## src/rtl/cordic_sincos_pkg.sv

```systemverilog
// cordic_sincos shared definitions.
// Angle table, gain constant and FSM states.
package cordic_sincos_pkg;

  typedef enum logic [1:0] {
    ST_IDLE = 2'd0,
    ST_FOLD = 2'd1,
    ST_ITER = 2'd2,
    ST_DONE = 2'd3
  } state_t;

  localparam int DEG_90  = 90;
  localparam int DEG_180 = 180;

  // constants below are scaled by 2^18
  localparam longint K_Q18 = 64'sd159188;

  function automatic longint atan_q18(input logic [4:0] i);
    unique case (i)
      5'd0:  return 64'sd11796480;
      5'd1:  return 64'sd6963869;
      5'd2:  return 64'sd3679517;
      5'd3:  return 64'sd1867780;
      5'd4:  return 64'sd937515;
      5'd5:  return 64'sd469214;
      5'd6:  return 64'sd234664;
      5'd7:  return 64'sd117339;
      5'd8:  return 64'sd58671;
      5'd9:  return 64'sd29335;
      5'd10: return 64'sd14668;
      5'd11: return 64'sd7334;
      5'd12: return 64'sd3667;
      5'd13: return 64'sd1833;
      5'd14: return 64'sd917;
      5'd15: return 64'sd458;
      5'd16: return 64'sd229;
      5'd17: return 64'sd115;
      5'd18: return 64'sd57;
      5'd19: return 64'sd29;
      5'd20: return 64'sd14;
      5'd21: return 64'sd7;
      5'd22: return 64'sd4;
      5'd23: return 64'sd2;
      default: return 64'sd0;
    endcase
  endfunction

  // rescale a 2^18 constant to 2^s with rounding
  function automatic longint scale_q18(
    input longint v,
    input int     s
  );
    if (s >= 18) return v <<< (s - 18);
    return (v + (longint'(1) <<< (17 - s))) >>> (18 - s);
  endfunction

endpackage

```

## src/rtl/cordic_sincos_stage.sv

```systemverilog
// cordic_sincos single micro-rotation.
// Purely combinational, reusable in a pipeline.
module cordic_stage
  import cordic_sincos_pkg::*;
#(
  parameter int IW = 36,
  parameter int S  = 18
) (
  input  logic signed [IW-1:0] x,
  input  logic signed [IW-1:0] y,
  input  logic signed [IW-1:0] z,
  input  logic        [4:0]    i,
  output logic signed [IW-1:0] xn,
  output logic signed [IW-1:0] yn,
  output logic signed [IW-1:0] zn
);

  logic signed [IW-1:0] xs;
  logic signed [IW-1:0] ys;
  logic signed [IW-1:0] at;

  // rotate toward z = 0; z >= 0 counts as positive
  always_comb begin
    xs = x >>> i;
    ys = y >>> i;
    at = IW'(scale_q18(atan_q18(i), S));
    if (z[IW-1]) begin
      xn = x + ys;
      yn = y - xs;
      zn = z + at;
    end else begin
      xn = x - ys;
      yn = y + xs;
      zn = z - at;
    end
  end

endmodule

```

## src/rtl/cordic_sincos.sv

```systemverilog
// cordic_sincos iterative sin/cos engine.
// Folds +-180 deg, then runs ITER rotations.
module cordic_sincos
  import cordic_sincos_pkg::*;
#(
  parameter int W     = 32,
  parameter int FRAC  = 16,
  parameter int ITER  = 16,
  parameter int GUARD = 2
) (
  input  logic                clk,
  input  logic                rst_n,
  input  logic                start,
  output logic                ready,
  input  logic signed [W-1:0] xita,
  output logic                valid,
  output logic signed [W-1:0] cos,
  output logic signed [W-1:0] sin,
  output logic                err
);

  localparam int IW = W + GUARD + 2;
  localparam int S  = FRAC + GUARD;

  localparam logic signed [W-1:0] D90 =
    W'(longint'(DEG_90) <<< FRAC);
  localparam logic signed [W-1:0] D180 =
    W'(longint'(DEG_180) <<< FRAC);
  localparam logic signed [W-1:0] ND90  = -D90;
  localparam logic signed [W-1:0] ND180 = -D180;

  localparam logic signed [IW-1:0] D180_Z =
    IW'(longint'(DEG_180) <<< S);
  localparam logic signed [IW-1:0] K_INIT =
    IW'(scale_q18(K_Q18, S));
  localparam logic signed [IW-1:0] HALF =
    IW'(longint'(1) <<< (GUARD - 1));
  localparam logic [4:0] CNT_LAST = 5'(ITER - 1);

  state_t               state;
  logic [4:0]           cnt;
  logic signed [W-1:0]  ang;
  logic signed [IW-1:0] x;
  logic signed [IW-1:0] y;
  logic signed [IW-1:0] z;
  logic                 neg;
  logic                 err_p;

  logic signed [IW-1:0] xn;
  logic signed [IW-1:0] yn;
  logic signed [IW-1:0] zn;
  logic signed [IW-1:0] ang_z;
  logic signed [IW-1:0] xr;
  logic signed [IW-1:0] yr;
  logic                 over;
  logic                 hi;
  logic                 lo;

  assign ang_z = IW'(ang) <<< GUARD;
  assign over  = (ang > D180) || (ang < ND180);
  assign hi    = !over && (ang > D90);
  assign lo    = !over && (ang < ND90);
  assign xr    = (x + HALF) >>> GUARD;
  assign yr    = (y + HALF) >>> GUARD;

  cordic_stage #(
    .IW (IW),
    .S  (S)
  ) u_stage (
    .x  (x),
    .y  (y),
    .z  (z),
    .i  (cnt),
    .xn (xn),
    .yn (yn),
    .zn (zn)
  );

  // request FSM with datapath and registered outputs
  always_ff @(posedge clk or negedge rst_n) begin
    if (!rst_n) begin
      state <= ST_IDLE;
      cnt   <= '0;
      ang   <= '0;
      x     <= '0;
      y     <= '0;
      z     <= '0;
      neg   <= 1'b0;
      err_p <= 1'b0;
      ready <= 1'b1;
      valid <= 1'b0;
      cos   <= '0;
      sin   <= '0;
      err   <= 1'b0;
    end else begin
      valid <= 1'b0;
      unique case (state)
        ST_IDLE: begin
          if (start) begin
            ang   <= xita;
            ready <= 1'b0;
            state <= ST_FOLD;
          end
        end
        ST_FOLD: begin
          cnt   <= '0;
          x     <= K_INIT;
          y     <= '0;
          neg   <= 1'b0;
          err_p <= 1'b0;
          state <= ST_ITER;
          unique case (1'b1)
            over: begin
              err_p <= 1'b1;
              x     <= '0;
              z     <= '0;
              state <= ST_DONE;
            end
            hi: begin
              z   <= ang_z - D180_Z;
              neg <= 1'b1;
            end
            lo: begin
              z   <= ang_z + D180_Z;
              neg <= 1'b1;
            end
            default: z <= ang_z;
          endcase
        end
        ST_ITER: begin
          x   <= xn;
          y   <= yn;
          z   <= zn;
          cnt <= cnt + 5'd1;
          if (cnt == CNT_LAST) state <= ST_DONE;
        end
        ST_DONE: begin
          cos   <= neg ? W'(-xr) : W'(xr);
          sin   <= neg ? W'(-yr) : W'(yr);
          err   <= err_p;
          cnt   <= '0;
          valid <= 1'b1;
          ready <= 1'b1;
          state <= ST_IDLE;
        end
        default: state <= ST_IDLE;
      endcase
    end
  end

endmodule

```

## config.mk

```make
export PLATFORM = sky130hd
export DESIGN_NAME = cordic_sincos
export DESIGN_NICKNAME = d
export VERILOG_FILES = /design/src/rtl/cordic_sincos_pkg.sv /design/src/rtl/cordic_sincos_stage.sv /design/src/rtl/cordic_sincos.sv
export SDC_FILE = /design/constraint.sdc
export NUM_CORES = 1
export LEC_CHECK = 0
export ABC_AREA = 1
export CORE_MARGIN = 2
export CORE_UTILIZATION = 28
export CTS_CLUSTER_DIAMETER = 30
export DETAILED_ROUTE_END_ITERATION = 8
export PLACE_DENSITY = 0.4
export SKIP_CTS_REPAIR_TIMING = 1
export SYNTH_ARGS = -nofsm -noshare
export SYNTH_HDL_FRONTEND = slang
export SYNTH_HIERARCHICAL = 1
export SYNTH_SLANG_ARGS = --single-unit
```

## constraint.sdc

```tcl
create_clock -name clk -period 5.93 [get_ports clk]
set_clock_uncertainty 0.1 [all_clocks]
set_input_delay 1.4825 -clock clk [delete_from_list [all_inputs] [get_ports clk]]
set_output_delay 1.4825 -clock clk [all_outputs]
set_load 0.1 [all_outputs]
```

==> flow_summary.toml <==
[status]
outcome = "completed"

[worst_setup_path]
crit_type = "reg2reg"
startpoint_type = "flop"
crit_fanout = 54
worst_r2r_path_depth = 27
endpoint_kind = "flop"
critPathRequiredTime_ps = 6370
arrival_ps = 5920

[min_path]
min_path_cells = 2
worstHoldPathType = "reg2reg"

[route]
drtIter0Drc = 2273
detail_route.wl_per_cell_um = 19.78
via_per_inst = 4.997
drc = 0
detail-route-antenna-nets = 0
drt_wl_total_um = 118100
drtPass1Iterations = 6
vias = 29850

[sta]
setup_violations = 0
slew_headroom = 0.2579
fin_crit_sh = 0.9235
worst_pin_slew_ps = 1110
slew_violations = 0
rsz0062_at_grt = "false"
hold_violations = 0
max_freq_mhz = 182.6
fin_tns_setup_ps = 0
period_minus_slack_ps = 5476
postLayoutSetupSlackWorst_ps = 453.6

[synthesis]
synth_cells = 4537
ys_seq_elements = 216
synth_fp_nets = 4718
synth_ff_type = "dfrtp_1"
synth.avg_cell_area_um2 = 5.960
synth_cell_types = 64
ys_seq_area_frac = 0.2000
synth_edf_count = 0
synth-async-reset-ratio = 1.000
netlist_area_um2 = 27040
yosysWarnings = 6

[global_route]
grt_pass1_wl_um = 179100
grt_usage = 0.2358
grt_pass1_vias = 29410
antenna_found_initial = 0
grt-ovfl-total = 0
grt_max_degree = 85

[floorplanning]
rows = 113
start_util = 0.2837
die_x_um = 314.8
core_um2 = 95290
die_area_um2 = 99070
die_h_um = 314.8
io_pins = 102

[clock_network]
clockBufferDepth = 3
htreeDepth = 3
cts_buffers = 77
clock-sinks = 216
clkSlewWorstSetupHoldPaths_ps = 40
cts_root_buf = "clkbuf_16"
cts_tree = "yes"
clock_latency_ps = 640

[place]
place_congestion = 0.9386
dp_hpwl_um = 96030
portBuffers = 101
pre_cts_ws_ps = 558.8

[final_layout]
area_growth_pct = 19.67
final_util = 0.3395
nNetsFinal = 4827
drive_above_1_share = 0.08879
antenna_cells = 0

[flow_run]
maxCapViolCount = 0
[per-stage QoR]
stage	cell area (µm²)	std cells	hold WS (ps)
6_report	32360	5973	371.9
5_1_grt	32360	5973	385.1
4_1_cts	32360	5973	377.3
3_5_place_dp	29620	5832	363.2
3_3_place_gp	29620	5832	363.0
2_1_floorplan	27040	4537	347.2
[cells by family after synthesis]
kind of cell,Yosys count,synth area share
adders and majority gates,146,0.06867
AOI/OAI and AO/OA,612,0.1259
buffers and inverters,639,0.09542
xor gates and xnor gates,218,0.07242
DFF,216,0.2000
and+or+nand+nor,2706,0.4377
[critical path, stage by stage, from the launching register on]
cell	delay, ps
dfrtp_4	520
inv_4	220
buf_12	270
nand2_1	120
nand3_1	120
nand3_1	180
nand3_1	170
nand3_1	90
nand2_1	130
inv_2	60
ha_1	170
inv_1	120
nor2_1	60
nand3_1	180
nand2_1	90
xor2_1	240
ha_1	340
a21oi_1	260
o21a_1	140
inv_1	40
a21oi_1	200
o21ai_0	280
nand2_1	120
nand2_1	110
a31oi_1	270
xnor2_1	280
nand3_1	310
o21ai_0	190
[cells in the mapped netlist (18+ instances only)]
cell | n | share of area
a21oi_1 | 244 | 0.045
a31oi_1 | 39 | 0.0090
buf_2 | 39 | 0.0072
clkbuf_1 | 80 | 0.011
dfrtp_1 | 215 | 0.20
ha_1 | 142 | 0.066
inv_1 | 444 | 0.062
inv_2 | 32 | 0.0044
nand2_1 | 1472 | 0.20
nand2_2 | 53 | 0.012
nand3_1 | 581 | 0.11
nand4_1 | 56 | 0.013
nor2_1 | 400 | 0.056
nor2_2 | 24 | 0.0056
nor2_4 | 22 | 0.0092
nor3_1 | 18 | 0.0033
o21ai_0 | 218 | 0.040
o21ai_1 | 19 | 0.0035
xnor2_1 | 61 | 0.020
xor2_1 | 152 | 0.049
[cells in the final DEF (no fill, tap or decap), drive strengths merged, types with 15 or more instances in the layout]
cell,instances
nand4,56
a21o,15
nor2,450
nand3b,16
clkdlybuf4s50,100
xor2,157
buf,88
nor3,25
a21oi,248
xnor2,61
clkbuf,107
dfrtp,215
nor4,17
inv,481
nand3,598
o21ai,245
ha,142
clkinv,23
nand2,1531
a31oi,39
[layer usage]
layer	global-route usage	share of wire	up-vias
li1	-	-	15050
met1	0.3021	0.45	13960
met2	0.4063	0.48	681
met3	0.03111	0.042	155
met4	0.07944	0.032	0
met5	0	0	-
[sequential cells by signal, indices dropped and copies added (netlist names)]
name	flops
ready	1
y	36
err	1
z	36
neg	1
x	36
err_p	1
ang	32
cnt	5
valid	1
state	2
cos	32
sin	32
[path summary, 6_finish.rpt]
path | from | to | slack (ps)
hold / removal | ready$_DFFE_PN1P_ | ready$_DFFE_PN1P_ | 370
setup / recovery | cnt[0]$_DFFE_PN0P_ | y[25]$_DFFE_PN0P_ | 450
max in group asynchronous | rst_n | ang[2]$_DFFE_PN0P_ | 3800
setup reg to reg | cnt[0]$_DFFE_PN0P_ | y[25]$_DFFE_PN0P_ | 450
min in group asynchronous | rst_n | y[5]$_DFFE_PN0P_ | 770
hold reg to reg | ready$_DFFE_PN1P_ | ready$_DFFE_PN1P_ | 370
[cell type report]
type                       count  area [µm²]
tap                         1265        1583
clock buffer                 107        2180
inverter                     481        1810
fill                       10750       62940
sequential                   216        5415
multi-input combinational   3682       19080
timing repair buffer         188        1732
clock inverter                34       554.3
Power is not shown: default switching activity piles up to over one toggle a cycle in this logic, so the estimate is an artifact.
